<file path="config.mk">
export PLATFORM = sky130hd
export DESIGN_NAME = time_of_day_counter
export DESIGN_NICKNAME = d
export VERILOG_FILES = /design/src/rtl/clock_pkg.sv /design/src/rtl/bcd_mod_counter.sv /design/src/rtl/time_of_day_counter.sv
export SDC_FILE = /design/constraint.sdc
export NUM_CORES = 1
export LEC_CHECK = 0
export ABC_AREA = 0
export BUFFER_PORTS_ARGS = -buffer_cell sky130_fd_sc_hd__buf_2
export CAP_MARGIN = 20
export CORE_MARGIN = 2
export CORE_UTILIZATION = 30
export CTS_BUF_LIST = sky130_fd_sc_hd__clkbuf_8
export CTS_CLUSTER_DIAMETER = 50
export DETAILED_ROUTE_END_ITERATION = 10
export SYNTH_ARGS = -nofsm -noshare
export SYNTH_HDL_FRONTEND = slang
export SYNTH_SLANG_ARGS = --single-unit
export TNS_END_PERCENT = 50
</file>
<file path="constraint.sdc">
create_clock -name clk -period 2.2 [get_ports clk]
set_input_delay 0.33 -clock clk [delete_from_list [all_inputs] [get_ports clk]]
set_output_delay 0.33 -clock clk [all_outputs]
set_load 0.005 [all_outputs]
</file>
<file path="src/rtl/clock_pkg.sv">
// Shared constants and helpers for the time-of-day counter.
// Everything is kept as two-digit BCD, {tens, units}, so the values can go
// straight to the display stage without any binary-to-BCD conversion.
// The handshake FSM state encodings also live here so they can be used by any
// other block that needs to follow the load protocol.
package clock_pkg;

    localparam int BCD_W = 8;
    typedef logic [BCD_W-1:0] bcd_t;

    localparam bcd_t SEC_MAX = 8'h59;
    localparam bcd_t MIN_MAX = 8'h59;

    // Hour ranges for the two supported day lengths
    localparam bcd_t HOUR_MIN_24 = 8'h00;
    localparam bcd_t HOUR_MAX_24 = 8'h23;
    localparam bcd_t HOUR_MIN_12 = 8'h01;
    localparam bcd_t HOUR_MAX_12 = 8'h12;

    // In 12-hour mode the day starts when the display rolls 11 -> 12
    localparam bcd_t HOUR_LAST_12 = 8'h11;

    // Load handshake states. WAIT only exists right after reset so that
    // set_ready stays low for that first cycle.
    localparam logic [1:0] ST_WAIT   = 2'd0;
    localparam logic [1:0] ST_IDLE   = 2'd1;
    localparam logic [1:0] ST_COMMIT = 2'd2;

    // Both digits must be decimal, and the whole value no larger than max.
    // BCD values order the same way as their decimal meaning, so a plain
    // unsigned compare against a BCD limit is correct.
    function automatic logic is_bcd_legal(input bcd_t value, input bcd_t max);
        return (value[3:0] <= 4'd9) && (value[7:4] <= 4'd9) && (value <= max);
    endfunction

endpackage

</file>
<file path="src/rtl/bcd_mod_counter.sv">
// Two-digit BCD counter that runs MIN_VAL..MAX_VAL and wraps back to MIN_VAL.
// Used for the seconds, minutes and hours fields of the time-of-day counter.
//
// Ports:
//   clk       in   system clock
//   reset     in   asynchronous active-high reset, value -> RESET_VAL
//   inc       in   advance by one this cycle
//   load      in   overwrite with load_val this cycle (wins over inc)
//   load_val  in   BCD value to load
//   value     out  current BCD value (registered)
//   wrap      out  combinational: this cycle's increment rolls MAX_VAL -> MIN_VAL
module bcd_mod_counter
    import clock_pkg::*;
#(
    parameter bcd_t MIN_VAL   = 8'h00,
    parameter bcd_t MAX_VAL   = 8'h59,
    parameter bcd_t RESET_VAL = MIN_VAL
) (
    input  logic clk,
    input  logic reset,
    input  logic inc,
    input  logic load,
    input  bcd_t load_val,
    output bcd_t value,
    output logic wrap
);

    bcd_t next_val;

    always_comb begin
        next_val = value;
        if (value == MAX_VAL) begin
            next_val = MIN_VAL;
        end else if (value[3:0] == 4'd9) begin
            next_val = {value[7:4] + 4'd1, 4'd0};
        end else begin
            next_val = {value[7:4], value[3:0] + 4'd1};
        end
    end

    assign wrap = inc && !load && (value == MAX_VAL);

    always_ff @(posedge clk or posedge reset) begin
        if (reset) begin
            value <= RESET_VAL;
        end else if (load) begin
            value <= load_val;
        end else if (inc) begin
            value <= next_val;
        end
    end

endmodule

</file>
<file path="src/rtl/time_of_day_counter.sv">
// Time-of-day counter: takes the 1 Hz tick from the frequency divider and
// keeps BCD hours/minutes/seconds for the display multiplexer. HH:MM can be
// loaded through a valid/ready handshake, and the debounced buttons step
// minutes or hours by one.
//
// Ports:
//   clk          in   system clock
//   reset        in   asynchronous active-high reset
//   tick         in   one-cycle pulse per second
//   set_valid    in   load request, qualifies set_hours/set_minutes
//   set_ready    out  a load can be accepted this cycle
//   set_hours    in   BCD hours to load
//   set_minutes  in   BCD minutes to load
//   set_err      out  pulse: the accepted load was not a legal time, dropped
//   inc_min      in   pulse: minutes +1, never carries into hours
//   inc_hour     in   pulse: hours +1, never raises day_tick
//   hours        out  BCD hours
//   minutes      out  BCD minutes
//   seconds      out  BCD seconds
//   min_tick     out  pulse when seconds roll 59 -> 00 on a tick
//   day_tick     out  pulse when a tick carries the clock into a new day
//
// HOURS_PER_DAY selects 24 (00..23) or 12 (01..12); any value other than 12
// behaves as 24.
module time_of_day_counter
    import clock_pkg::*;
#(
    parameter int HOURS_PER_DAY = 24
) (
    input  logic       clk,
    input  logic       reset,
    input  logic       tick,
    input  logic       set_valid,
    output logic       set_ready,
    input  logic [7:0] set_hours,
    input  logic [7:0] set_minutes,
    output logic       set_err,
    input  logic       inc_min,
    input  logic       inc_hour,
    output logic [7:0] hours,
    output logic [7:0] minutes,
    output logic [7:0] seconds,
    output logic       min_tick,
    output logic       day_tick
);

    localparam bit   MODE_12    = (HOURS_PER_DAY == 12);
    localparam bcd_t HOUR_MIN   = MODE_12 ? HOUR_MIN_12 : HOUR_MIN_24;
    localparam bcd_t HOUR_MAX   = MODE_12 ? HOUR_MAX_12 : HOUR_MAX_24;
    localparam bcd_t HOUR_RESET = MODE_12 ? HOUR_MAX_12 : HOUR_MIN_24;

    logic [1:0] state;
    logic       accept;
    logic       load_legal;
    logic       load_now;
    logic       sec_inc;
    logic       min_inc;
    logic       hour_inc;
    logic       sec_wrap;
    logic       min_wrap;
    logic       hour_wrap;
    logic       min_carry;
    logic       hour_from_tick;
    logic       day_wrap;

    assign set_ready = (state == ST_IDLE);
    assign accept    = set_valid && set_ready;

    assign load_legal = is_bcd_legal(set_minutes, MIN_MAX)
                     && is_bcd_legal(set_hours, HOUR_MAX)
                     && (set_hours >= HOUR_MIN);
    assign load_now   = accept && load_legal;

    // An accepted load, legal or not, freezes all counting for that cycle.
    // A button press on minutes takes the place of the seconds carry (so
    // minutes move once) and also swallows the carry into hours. Likewise
    // the hour button absorbs a minute carry, and a button-driven hour
    // change never counts as the start of a new day.
    assign sec_inc        = tick && !accept;
    assign min_inc        = !accept && (inc_min || sec_wrap);
    assign min_carry      = min_wrap && !inc_min;
    assign hour_inc       = !accept && (inc_hour || min_carry);
    assign hour_from_tick = min_carry && !inc_hour;

    // In 24-hour mode the new day coincides with the hour counter wrapping;
    // in 12-hour mode it is the 11 -> 12 step, not the 12 -> 01 wrap.
    assign day_wrap = hour_from_tick && (MODE_12 ? (hours == HOUR_LAST_12) : hour_wrap);

    bcd_mod_counter #(
        .MIN_VAL   (8'h00),
        .MAX_VAL   (SEC_MAX),
        .RESET_VAL (8'h00)
    ) u_seconds (
        .clk      (clk),
        .reset    (reset),
        .inc      (sec_inc),
        .load     (load_now),
        .load_val (8'h00),
        .value    (seconds),
        .wrap     (sec_wrap)
    );

    bcd_mod_counter #(
        .MIN_VAL   (8'h00),
        .MAX_VAL   (MIN_MAX),
        .RESET_VAL (8'h00)
    ) u_minutes (
        .clk      (clk),
        .reset    (reset),
        .inc      (min_inc),
        .load     (load_now),
        .load_val (set_minutes),
        .value    (minutes),
        .wrap     (min_wrap)
    );

    bcd_mod_counter #(
        .MIN_VAL   (HOUR_MIN),
        .MAX_VAL   (HOUR_MAX),
        .RESET_VAL (HOUR_RESET)
    ) u_hours (
        .clk      (clk),
        .reset    (reset),
        .inc      (hour_inc),
        .load     (load_now),
        .load_val (set_hours),
        .value    (hours),
        .wrap     (hour_wrap)
    );

    // Every accept is followed by exactly one COMMIT cycle with set_ready low,
    // which is also the cycle set_err is visible in.
    always_ff @(posedge clk or posedge reset) begin
        if (reset) begin
            state <= ST_WAIT;
        end else begin
            case (state)
                ST_WAIT: state <= ST_IDLE;
                ST_IDLE: if (set_valid) state <= ST_COMMIT;
                default: state <= ST_IDLE;
            endcase
        end
    end

    always_ff @(posedge clk or posedge reset) begin
        if (reset) begin
            set_err  <= 1'b0;
            min_tick <= 1'b0;
            day_tick <= 1'b0;
        end else begin
            set_err  <= accept && !load_legal;
            min_tick <= sec_wrap;
            day_tick <= day_wrap;
        end
    end

endmodule

</file>
Word level (Yosys, flattened, before mapping) --
Index checks and enable logic that the tools add are counted.
Operators by class: add/sub/neg operators 6, $lt $le $gt $ge 7, eq/ne operators 8, multiplexer cells 14, reduce and logical (&&, ||, !) cells 37
Operators with widths (number):
- 2-to-1 mux 8 bit | 12
- adder 4 x 1 -> 4 bit (second input constant) | 6
- logical AND 1 bit | 21
- == test 8 x 7 -> 1 bit (second input constant) | 2
- <= comparator 4 bit (second input constant) | 4
- == test 4 bit (second input constant) | 3
- nonzero test 3 bit | 3
- == test 8 x 6 -> 1 bit (second input constant) | 1
- >= comparator 8 x 1 -> 1 bit (second input constant) | 1
- <= comparator 8 x 6 -> 1 bit (second input constant) | 1
- <= comparator 8 x 7 -> 1 bit (second input constant) | 1
- AND reduction 2 bit | 3
- nonzero test 2 bit | 3
- logical NOT 1 bit | 5
- 2-to-1 mux 2 bit | 2
- == test 2 x 1 -> 1 bit (second input constant) | 1
- logical OR 1 bit | 2
- != test 2 bit (second input constant) | 1
Storage, ports and cells: flip-flop bits (word level) 29, input bits 22, output and inout bits 28

Longest topological paths before layout --
Gate-level depths: netlist of run 1.
depth in word-level cells 19, mapped depth 9, gate-level depth less buffers 7

By module --
From an unflattened synthesis of run 1, not the netlist that was laid out.
Second synthesis, totals: cell total of the unflattened synthesis 208, area total of the unflattened synthesis 2016.9 µm²
Modules (own cells, without submodules):
- bcd_mod_counter (u_minutes ...) | times used 2, cells each 63, area each 598.1 µm²
- bcd_mod_counter (u_hours) | times used 1, cells each 60, area each 561.8 µm²
- time_of_day_counter | times used 1, cells each 22, area each 259.0 µm²

Least setup slack after synthesis of run 1 --
Ideal clock, no wire load.
path kind flip-flop to flip-flop, start register u_seconds.value[1], end register u_hours.value[3], setup time 82 ps, arrival 1952 ps, setup slack 166 ps, stages on the path, launching flop included 10, buffers on the path 2, cell sequence dfrtp_1 inv_1 ha_1 and3b_1 buf_6 a41oi_2 or2_1 buf_6 or4_1 a31oi_1
Between the ends: longest elaborated chain between the ends 10
RTL lines:
- from (decl) | line bcd_mod_counter.sv:24 | output bcd_t value,
- from (signal assigned) | line bcd_mod_counter.sv:47 | value <= load_val;
- from (signal assigned) | line bcd_mod_counter.sv:49 | value <= next_val;
- == test 8 x 7 -> 1 bit | line bcd_mod_counter.sv:41 | assign wrap = inc && !load && (value == MAX_VAL);
- logical AND 1 bit | line bcd_mod_counter.sv:41
- logical OR 1 bit | line time_of_day_counter.sv:80 | assign min_inc = !accept && (inc_min || sec_wrap);
- logical AND 1 bit | line time_of_day_counter.sv:80
- logical AND 1 bit (2 in a row) | line bcd_mod_counter.sv:41
- logical AND 1 bit | line time_of_day_counter.sv:81 | assign min_carry = min_wrap && !inc_min;
- logical OR 1 bit | line time_of_day_counter.sv:82 | assign hour_inc = !accept && (inc_hour || min_carry);
- logical AND 1 bit | line time_of_day_counter.sv:82
- nonzero test 2 bit (no line)
- to (signal assigned) | line bcd_mod_counter.sv:47
- to (signal assigned) | line bcd_mod_counter.sv:49
- to (decl) | line bcd_mod_counter.sv:24
No other way between the ends. A chain may end at the register's enable or synchronous reset.

Worst setup path after layout of run 1 --
start register u_seconds.value[5], end register u_hours.value[3]
The elaborated chain is that of the path after synthesis.

==> results of run 1 <==
-- final timing paths --
path	start	end	slack [ns]	cells past startpoint
worst max register to register	u_seconds.value[5]	u_hours.value[3]	0.13	7
worst min register to register	u_seconds.value[2]	u_seconds.value[2]	0.55	1
min in group clk	set_minutes[0]	u_minutes.value[0]	0.26	3
max in group asynchronous	reset	u_minutes.value[3]	1.81	3
worst min-delay path	reset	u_seconds.value[6]	0.11	3
worst max-delay path	u_seconds.value[5]	u_hours.value[3]	0.13	7
-- stage by stage --
stage | instance area, um^2 | hold WS (ns) | setup slack [ns] | cells
after floorplan | 1740 | 0.400 | 0.166 | 188
after global placement | 2120 | 0.420 | 0.163 | 314
after detailed placement | 2120 | 0.426 | 0.0833 | 314
after CTS | 2240 | 0.123 | 0.0776 | 322
after global routing | 2240 | 0.145 | 0.0115 | 322
final | 2240 | 0.113 | 0.128 | 322
-- per-layer routing --
metal  GRT usage  share of wire  vias to the layer above  wire [um]
met4      0.0407         0.0034                        0         15
met5           0              0                        -          0
met1       0.191           0.47                      768       2070
met2       0.245           0.47                       43       2100
met3      0.0416          0.054                        2        238
li1            -              -                      806          -
-- layout make-up --
type,count,area (um^2)
Inverter,10,51.3
Clock inverter,2,33.8
Sequential cell,29,726
Multi-Input combinational cell,142,925
Clock buffer,6,82.6
Tap cell,72,90.1
Timing Repair Buffer,61,335
Fill cell,587,3330
-- kinds of logic (layout without fill, tap and decap cells) --
family | after synthesis | after routing | share of synthesized area
compound gates | 41 | 41 | 0.159
xor+xnor | 2 | 2 | 0.0101
fa+ha+maj | 10 | 10 | 0.0718
buf+inv | 17 | 79 | 0.0546
flops | 29 | 29 | 0.416
mux | 6 | 6 | 0.0345
simple gates | 83 | 83 | 0.254
-- flip-flops by register name, indices dropped and copies added (netlist names) --
signal           flops
state                2
day_tick             1
u_minutes.value      8
u_seconds.value      8
u_hours.value        8
set_err              1
min_tick             1
-- placed cells by master (no fill, tap or decap), drive strengths merged, types with 2 or more instances in the layout --
cell type | netlist | routed
o21a | 2 | 2
dfrtp | 29 | 29
and3 | 2 | 2
clkbuf | 2 | 6
mux2i | 6 | 6
nor2b | 3 | 3
o311ai | 2 | 2
nand3 | 10 | 10
inv | 9 | 10
buf | 5 | 61
and3b | 3 | 3
or4 | 4 | 4
a21oi | 9 | 9
nand2 | 15 | 15
nor2 | 25 | 25
and4b | 2 | 2
o31ai | 5 | 5
o21ai | 9 | 9
nor3 | 7 | 7
a31oi | 5 | 5
nand3b | 3 | 3
bufinv | 1 | 2
ha | 10 | 10
-- power breakdown --
group	internal (mW)	switching, mW
combinational	0.407	0.383
sequential	0.701	0.224
clock	0.364	0.200
total	1.47	0.808
-- tightest hold or removal path, cell delays in order --
cell	delay, ns
sky130_fd_sc_hd__buf_2	0.09
sky130_fd_sc_hd__inv_1	0.04
sky130_fd_sc_hd__buf_4	0.34
==> summary by stage, run 1 <==
Timing
Setup repair after global routing left no endpoint under its margin. Clock skew on the completed layout was measured at 0.00724 ns. The post-layout minimum cycle time is 2.07 ns. Headroom to the max-slew limit came out at 0.719.

The setup TNS after final layout is 0 ns. For this run, the top clock speed supported by timing is 483 MHz. For the pin with the worst max-slew slack, the measured transition is 0.418 ns. The number of max-slew violations in the final report is 0. Of the available clock period, the critical path in the final layout requires 0.942.

The count of final hold-check violations was 0. The final number of setup-violating endpoints is 0.

Yosys
After synthesis the cells add up to 1740 um^2. After synthesis, the mean cell area works out to 9.27 um^2. sky130_fd_sc_hd__dfrtp_1 takes more of the synthesized area than any other cell. During synthesis, Yosys emitted a total of 0 warnings. The commonest cells after synthesis are 29 x sky130_fd_sc_hd__dfrtp_1, 25 x sky130_fd_sc_hd__nor2_1, 15 x sky130_fd_sc_hd__nand2_1. Counting flops with an async set or reset pin after synthesis yields a share of 1.00.

For this run, the register share of the synthesized area comes to 0.416. The number of distinct standard cells referenced by the synthesized netlist is 46. Synthesis produced a netlist with a net count of 220. The count of mapped cells out of synthesis is 188.

Among all flip-flop cells after synthesis, the most frequent one is sky130_fd_sc_hd__dfrtp_1. The share of synthesized area in the top cell type comes to 0.416. The most common cell in the synthesized netlist is sky130_fd_sc_hd__dfrtp_1. The synthesized design contains 29 register bits. The count of flip-flops with a built-in enable after synthesis is 0.

Ranked by total cell area, the synthesized netlist is headed by sky130_fd_sc_hd__dfrtp_1 42%, sky130_fd_sc_hd__ha_1 7.2%, sky130_fd_sc_hd__nor2_1 5.4%.

Clocking
Counting the buffers created by CTS gives 5. The longest clock path from root to sink contains 2 buffers. The cell at the root of the clock tree is sky130_fd_sc_hd__clkbuf_8. The number of buffers added to fix hold violations after cts is 0. The clock insertion delay at the later pin of the skew report is 0.28 ns. Clock-pin slew was measured on the worst setup and hold paths at 0.06 ns. The count of buffers added by post-CTS timing repair for setup is 0. The clock tree from TritonCTS is built.

In this run, post-CTS repair resized a total of 0 instances. The count of H-tree levels built during CTS is 2. The tree built by TritonCTS fans out to 29 sinks.

Floorplan
The die width is 80.2 um. The number of ports placed on the die boundary is 50. For this configuration, the core starts out at a cell density of 0.313. The number of cell rows is 27. The die span in y is 80.2 um.

The floorplan step defined a die boundary enclosing 6440 um^2. The placeable core region is 5570 um^2.

Global routing
The number of antenna violations at the first check in global routing is 0. The sum of overflow across all layers after global routing is 0. The pin count of the biggest net entering global routing is 30.

The via count of the first global-routing pass is 1598. Across every metal layer, demand over resource in global routing totals 0.149. The wire length of the first global-routing pass is 7.36 mm.

Min path
The path class of the lowest-slack min-delay path is input pin to async pin.

Routing
In the routed layout, each cell is associated on average with a via count of 5.03. The post-route DRC violation count is 0. The number of detailed-route iterations in the first pass is 4. The vias after detailed routing is 1619. The total wire length is 4.42 mm. The remaining antenna violation count is 0.

In the final routed layout, each cell accounts on average for 13.7 um. The number of design-rule violations left by the first detailed-router iteration is 70.

Place
The congestion estimate from routability-driven global placement came to 0.807. The half-perimeter wire length of the detailed placement result is 3.45 mm. During placement, the flow inserted port buffers numbering 49.

Critical path
The longest individual stage delay on the worst path is 0.46 ns. The critical path goes through inv_1 > ha_1 > and4b_1 > a41oi_2 > or2_4 > or4_1 > a31oi_1. The highest-delay cell along the critical path is sky130_fd_sc_hd__or4_1.

The data arrival time of the worst path is 2.28 ns. STA puts the critical path data required time at 2.40 ns. The classification of the worst setup path is flop to flop. STA classifies the critical path startpoint as a flop. The buffer and inverter count on the worst path is 1. Of all nets on the critical path, the largest fanout is 5. The top cell family by delay on the critical path is simple AND/OR/NAND/NOR gates.

The kind of end point of the critical path is a flop.

Pwr
The design draws 2.28 mW. For this design the ratio of total power to cell area is 1020 nW/um^2. In this run the static leakage power is 1.10 nW. The peak supply drop is 345 uV.

Final layout
The share of the core filled with cells in the final layout is 0.402. The net count reported at finish is 281. Relative to the synthesized area, the layout overhead comes to 28.7%.

The layout cell share with drive strength beyond 1 is 0.300. The number of antenna cells inserted is 0.

Job
Max-cap violations in this run came to 0.

Outcome
The run finished with clean final reports.
Power figures use the tool's default switching activity.
==> run 2: changes to the inputs <==
--- a/config.mk
+++ b/config.mk
@@ -13,6 +13,7 @@
 export CTS_BUF_LIST = sky130_fd_sc_hd__clkbuf_8
 export CTS_CLUSTER_DIAMETER = 50
 export DETAILED_ROUTE_END_ITERATION = 10
+export RECOVER_POWER = 50
 export SYNTH_ARGS = -nofsm -noshare
 export SYNTH_HDL_FRONTEND = slang
 export SYNTH_SLANG_ARGS = --single-unit
==> summary by stage, run 2 (same netlist as run 1, synthesis figures left out) <==
Outcome
The run finished, with violations left. The final reports fail on max-capacitance violations, max-slew violations.

Pwr
The cell-internal power is 1.46 mW (-1.1%). The power density over the cells is 1020 nW/um^2 (+0.73%). The portion of total power attributed to the clock network is 0.249 (+0.002). The share of total power in combinational logic is 0.342 (-0.005).

The leakage component of the power is 1.05 nW (-4.3%). The switching power as a share of total power was 0.357 (+0.00320). The proportion of power drawn by flip-flops and latches is 0.409 (+0.003). The net switching power was 0.810 mW (+0.33%). The peak supply drop was 345 uV (about the same). The overall power of the completed layout is 2.27 mW (-0.56%).

Place
The placement-stage cell area is 2120 um^2 (unchanged). The number of buffers inserted by port buffering is 49 (unchanged). The final weighted congestion in routability-driven placement is 0.807 (unchanged). The half-perimeter wire length of the detailed placement result came to 3.45 mm (unchanged).

Global routing
The sum of overflow across all layers after global routing came to 0 (unchanged). The wire length of the first global-routing pass is 7.36 mm (unchanged). The number of antenna violations at the first check in global routing is 0 (unchanged). The aggregate global-route resource usage is 0.149 (unchanged). The pin count of the biggest net entering global routing is 30 (unchanged).

The via count of the first global-routing pass is 1598 (unchanged).

Routing
The vias after detailed routing came to 1627 (+0.49%). The detailed-route wire length per cell is 13.8 um (+0.50%). The detailed-route vias per instance is 5.05 (+0.49%). The met3 layer wire length in the routed design is 235 um (-1.3%). The detailed router used layers up to and including met4.

The remaining antenna violation count is 0 (unchanged). The post-route DRC violation count was 0 (unchanged). The number of detailed-route iterations in the first pass is 4 (unchanged).

The number of design-rule violations left by the first detailed-router iteration was 78 (+11%). The total routed wire length on the met1 layer was 2.09 mm (+1.3%). The total wire length is 4.44 mm (+0.50%).

The met2 routed wirelength is 2.10 mm (about the same).

Timing
The portion of the clock cycle consumed by the worst path in the final layout is 0.942 (about the same). The number of max-slew violations in the final report is 30 (+30). The fmax is 483 MHz (about the same). The worst slew margin relative to its limit came to -0.0504 (-0.769).

The measured slew at the worst slew-check pin is 1.58 ns (+1.16 ns). Setup repair after global routing left no endpoint under its margin. The post-layout minimum cycle time is 2.07 ns (-0.000292 ns).

The post-route clock skew is 0.00834 ns (+0.00110 ns). The setup TNS after final layout came to 0 ns (unchanged). The count of final hold-check violations is 0 (unchanged). The final number of setup-violating endpoints is 0 (unchanged).

Clocking
The clock insertion delay at the later pin of the skew report is 0.28 ns (about the same). The clock-pin slew on the worst setup and hold paths is 0.06 ns (about the same). The number of buffers added to fix hold violations after cts is 0 (unchanged). The count of H-tree levels built during CTS is 2 (unchanged). The clock buffer count from CTS is 5 (unchanged). TritonCTS built the clock tree. Clock tree synthesis selected as its root buffer the cell sky130_fd_sc_hd__clkbuf_8.

The total number of clock tree sinks is 29 (unchanged). The number of buffers on the longest clock path was 2 (unchanged).

Critical path
STA classifies the critical path startpoint as a flop. The required time at the endpoint of the critical path came to 2.40 ns (about the same). The cell count of the worst reg-to-reg path is 7 (unchanged).

The top cell family by delay on the critical path is simple AND/OR/NAND/NOR gates. The data arrival time of the worst path came to 2.27 ns (about the same). The endpoint of the most critical register-to-register path is u_hours.value[3]. The critical path is of the flop to flop type. The minimum setup slack among reg-to-reg paths was 0.13 ns (about the same). Walking the worst path, the cells encountered are inv_1 > ha_1 > and4bb_2 > a41oi_2 > or2_4 > or4_1 > a31oi_1. The buffer and inverter count on the worst path is 1 (unchanged). The longest individual stage delay on the worst path was 0.47 ns (about the same). The kind of end point of the critical path is a flop. The highest-delay cell along the critical path is sky130_fd_sc_hd__or4_1. The critical-path maximum fanout is 5 (unchanged).

The worst register-to-register path begins at u_minutes.value[1].

Final layout
The layout cell share with drive strength beyond 1 is 0.264 (-0.0360). The number of antenna cells inserted is 0 (unchanged). The relative area change from synthesis to final layout is 27.1%.

The largest registers in the layout are u_hours.value x8, u_minutes.value x8, u_seconds.value x8. The share of the core filled with cells in the final layout is 0.397 (-0.00516). The top cell types in the final layout, fill and taps aside, are 42 x sky130_fd_sc_hd__buf_2, 29 x sky130_fd_sc_hd__dfrtp_1, 25 x sky130_fd_sc_hd__nor2_1. The library cell used most frequently in the layout, excluding fill and tap cells, is sky130_fd_sc_hd__buf_2.

The post-route cell area is 2210 um^2 (-1.3%). The net count reported at finish was 281 (unchanged).

Floorplan
The starting utilization of the core area is 0.313 (unchanged). The placeable core region is 5570 um^2 (unchanged). The number of cell rows is 27 (unchanged). The die area is 6440 um^2 (unchanged). The die span in y was 80.2 um (unchanged).

The die width was 80.2 um (unchanged). The number of ports placed on the die boundary came to 50 (unchanged).

Min path
The worst hold path terminates at u_minutes.value[0]. The number of cells on the worst hold path is 3. The path class of the tightest hold or removal check is input pin to flop.

In this run the most critical hold path is launched from set_minutes[0].

Job
The max-capacitance violation count was 1 (+1).
==> run 2: changes by cell type in the layout (fill, tap and decap cells not counted), sizes merged <==
cell      before  now
buf           61   52
clkbuf         6   15
bufinv         2    1
clkinvlp       0    1
==> run 2: routing by layer <==
layer	global-route usage	vias up
met4	0.0407	0
met1	0.191	777
met5	0	-
met3	0.0416	2
li1	-	807
met2	0.245	41
==> run 2: worst register-to-register path: stages (launching register included) <==
cell	delay [ns]
sky130_fd_sc_hd__dfrtp_1	0.42
sky130_fd_sc_hd__inv_1	0.07
sky130_fd_sc_hd__ha_1	0.16
sky130_fd_sc_hd__and4bb_2	0.25
sky130_fd_sc_hd__a41oi_2	0.17
sky130_fd_sc_hd__or2_4	0.30
sky130_fd_sc_hd__or4_1	0.47
sky130_fd_sc_hd__a31oi_1	0.18
==> run 2: repair_timing <==
item                                    CTS  global route
setup buffers                             0             0
hold endpoints to repair                  0             0
endpoints found under the setup margin    0             2
resized for setup                         0             1
==> run 2: power by group through the flow <==
stage               clock [mW]  sequential, mW  combinational [mW]
finish                   0.565           0.927               0.775
global route             0.606           0.967               0.903
CTS                      0.578           0.931               0.806
detailed placement           0           0.940               0.802
global placement             0           0.928               0.784
floorplan                    0           0.910               0.465
==> run 2: metrics by stage <==
stage | hold slack, ns | worst slack, ns | instances
3_5_place_dp | 0.426 | 0.0833 | 314
6_report | 0.257 | 0.128 | 322
4_1_cts | 0.123 | 0.0776 | 322
2_1_floorplan | 0.400 | 0.166 | 188
3_3_place_gp | 0.420 | 0.163 | 314
5_1_grt | 0.263 | 0.0108 | 322
==> run 2: worst max-delay path by stage <==
stage,cells after the start,end,start
after CTS,7,u_hours.value[3],u_seconds.value[5]
final,7,u_hours.value[3],u_minutes.value[1]
after global placement,7,u_hours.value[3],u_seconds.value[5]
after detailed placement,7,u_hours.value[3],u_minutes.value[1]
after global routing,7,u_hours.value[1],u_seconds.value[5]
after floorplan,9,u_hours.value[3],u_seconds.value[1]
==> run 2: final cells by class <==
| type | instances | area, um^2 |
|---|---|---|
| clock buffer | 6 | 82.6 |
| clock inverter | 2 | 33.8 |
| inverter | 10 | 38.8 |
| timing repair buffer | 61 | 319 |
| multi-input combinational | 142 | 925 |
| sequential | 29 | 726 |
| fill | 590 | 3360 |
| tap | 72 | 90.1 |
==> run 3: changes to the inputs <==
--- a/config.mk
+++ b/config.mk
@@ -10,7 +10,6 @@
 export CAP_MARGIN = 20
 export CORE_MARGIN = 2
 export CORE_UTILIZATION = 30
-export CTS_BUF_LIST = sky130_fd_sc_hd__clkbuf_8
 export CTS_CLUSTER_DIAMETER = 50
 export DETAILED_ROUTE_END_ITERATION = 10
 export RECOVER_POWER = 50
==> summary by stage, run 3 (same netlist as run 1, synthesis figures left out) <==
Floorplan
The number of cell rows was 27 (unchanged). The die area came to 6440 um^2 (unchanged). The die width came to 80.2 um (unchanged). The die span in y was 80.2 um (unchanged). The placeable core region was 5570 um^2 (unchanged). The number of ports placed on the die boundary is 50 (unchanged). The starting utilization of the core area was 0.313 (unchanged).

Critical path
The critical-path maximum fanout is 5 (unchanged). STA classifies the critical path startpoint as a flop. Walking the worst path, the cells encountered are inv_1 > ha_1 > and4bb_2 > a41oi_2 > or2_4 > or4_1 > a31oi_1. The cell family contributing the most delay on the critical path is simple AND/OR/NAND/NOR gates. The worst setup path is of the flop to flop kind. The kind of end point of the critical path is a flop.

The required time at the endpoint of the critical path is 2.40 ns (about the same). The longest individual stage delay on the worst path came to 0.47 ns (about the same). The data arrival time of the worst path is 2.28 ns (about the same). The slowest stage of the critical path belongs to the cell sky130_fd_sc_hd__or4_1. The buffer and inverter count on the worst path is 1 (unchanged).

Timing
The worst slew margin relative to its limit was -0.0502 (+0.000220). The post-layout minimum cycle time is 2.07 ns (+0.00102 ns). The measured slew at the worst slew-check pin came to 1.58 ns (-0.000330 ns). The worst hold slack was 0.258 ns (+0.000139 ns). Setup repair after global routing left no endpoint under its margin.

The final number of setup-violating endpoints is 0 (unchanged). The post-route clock skew is 0.00778 ns (-0.000563 ns). The setup TNS after final layout is 0 ns (unchanged). The number of max-slew violations in the final report was 30 (unchanged).

The count of final hold-check violations is 0 (unchanged). The portion of the clock cycle consumed by the worst path in the final layout came to 0.942 (about the same). The fmax came to 482 MHz (about the same).

Routing
The number of detailed-route iterations in the first pass is 4 (unchanged). The detailed-route wire length per cell is 13.8 um (-0.11%). The total wire length was 4.43 mm (-0.11%). The vias after detailed routing is 1624 (-0.18%). The detailed-route vias per instance was 5.04 (-0.18%). The remaining antenna violation count was 0 (unchanged). The number of design-rule violations left by the first detailed-router iteration is 78 (unchanged). The post-route DRC violation count is 0 (unchanged).

Pwr
The overall power of the completed layout was 2.27 mW (+0.21%). The power density over the cells was 1030 nW/um^2 (+0.21%). The cell-internal power came to 1.46 mW (+0.33%). The leakage component of the power is 1.05 nW (-0.39%). The proportion of power drawn by flip-flops and latches is 0.408 (about the same). The peak supply drop is 345 uV (about the same).

The switching power as a share of total power is 0.357 (-0.000769). The portion of total power attributed to the clock network is 0.251 (+0.002). The share of total power in combinational logic was 0.341 (about the same). The net switching power came to 0.810 mW (about the same).

Global routing
The sum of overflow across all layers after global routing was 0 (unchanged). The via count of the first global-routing pass is 1598 (unchanged). The aggregate global-route resource usage is 0.149 (unchanged).

The number of antenna violations at the first check in global routing is 0 (unchanged). The wire length of the first global-routing pass is 7.36 mm (unchanged). The pin count of the biggest net entering global routing is 30 (unchanged).

Job
The max-capacitance violation count came to 1 (unchanged).

Clocking
The total number of clock tree sinks is 29 (unchanged). The clock tree from TritonCTS is built. The clock-pin slew on the worst setup and hold paths came to 0.06 ns (about the same). Clock tree synthesis selected as its root buffer the cell sky130_fd_sc_hd__clkbuf_8.

The number of buffers on the longest clock path is 2 (unchanged). The count of H-tree levels built during CTS was 2 (unchanged). The clock insertion delay at the later pin of the skew report came to 0.28 ns (about the same). The clock buffer count from CTS is 5 (unchanged).

Outcome
The run finished, with violations left. The checks that failed: max-capacitance violations, max-slew violations.

Final layout
The library cell used most frequently in the layout, excluding fill and tap cells, is sky130_fd_sc_hd__buf_2. The number of antenna cells inserted was 0 (unchanged). The net count reported at finish is 281 (unchanged). The relative area change from synthesis to final layout is 27.1% (unchanged).

The layout cell share with drive strength beyond 1 is 0.264 (unchanged). The share of the core filled with cells in the final layout is 0.397 (unchanged). The library cells used most frequently in the layout, excluding fill and tap cells, are 42 x sky130_fd_sc_hd__buf_2, 29 x sky130_fd_sc_hd__dfrtp_1, 25 x sky130_fd_sc_hd__nor2_1. The post-route cell area is 2210 um^2 (unchanged). The largest registers in the layout are u_hours.value x8, u_minutes.value x8, u_seconds.value x8.

Place
The half-perimeter wire length of the detailed placement result is 3.45 mm (unchanged). The final weighted congestion in routability-driven placement was 0.807 (unchanged). The placement-stage cell area is 2120 um^2 (unchanged).

The number of buffers inserted by port buffering is 49 (unchanged).

Min path
The path class of the tightest hold or removal check is input pin to flop.
[run 3: changes by cell type in the layout (fill, tap and decap cells not counted), sizes merged]
cell	before	now
clkbuf	15	16
inv	10	9
[run 3: repair_timing]
| item | CTS | global route |
|---|---|---|
| hold buffers | 0 | 0 |
| setup buffers | 0 | 0 |
| endpoints found under the setup margin | 0 | 2 |
| resized for setup | 0 | 1 |
[run 3: path summary, 6_finish.rpt]
| kind | from | end | slack, ns | cells after the start |
|---|---|---|---|---|
| max reg2reg | u_minutes.value[1] | u_hours.value[3] | 0.13 | 7 |
| max | u_minutes.value[1] | u_hours.value[3] | 0.13 | 7 |
| min reg2reg | u_seconds.value[2] | u_seconds.value[2] | 0.55 | 1 |
| min | set_minutes[0] | u_minutes.value[0] | 0.26 | 3 |
| min in group asynchronous | reset | u_seconds.value[6] | 0.58 | 3 |
| max in group asynchronous | reset | u_minutes.value[3] | 0.70 | 3 |
[run 3: power groups by stage]
stage	Sequential, mW	Clock [mW]	Combinational, mW
finish	0.927	0.569	0.775
CTS	0.931	0.583	0.806
global placement	0.928	0	0.784
detailed placement	0.940	0	0.802
floorplan	0.910	0	0.465
global route	0.967	0.610	0.903
[run 3: worst register-to-register path: cells and delay by family, from the launching register on]
kind                       cells  cell delay (ns)
DFF                            1             0.42
AOI/OAI and AO/OA              2             0.35
and+or+nand+nor                3             1.02
buffers and inverters          1             0.07
adders and majority gates      1             0.16
[run 3: metrics by stage]
stage,setup WS (ns),cells
floorplan,0.166,188
global placement,0.163,314
detailed placement,0.0833,314
CTS,0.0780,322
global route,0.0114,322
finish,0.127,322
[run 3: metal layers]
metal	global-route usage	share of wire	wire length, um	up-vias
met3	0.0416	0.053	235	2
li1	-	-	-	807
met4	0.0407	0.0034	15	0
met1	0.191	0.47	2090	773
met2	0.245	0.47	2090	42
met5	0	0	0	-
[run 3: final cells by class]
class | instances | area (um^2)
clock inverter | 1 | 30.0
inverter | 10 | 38.8
fill | 590 | 3360
multi-input combinational | 142 | 925
tap | 72 | 90.1
clock buffer | 7 | 86.3
timing repair buffer | 61 | 319
sequential | 29 | 726
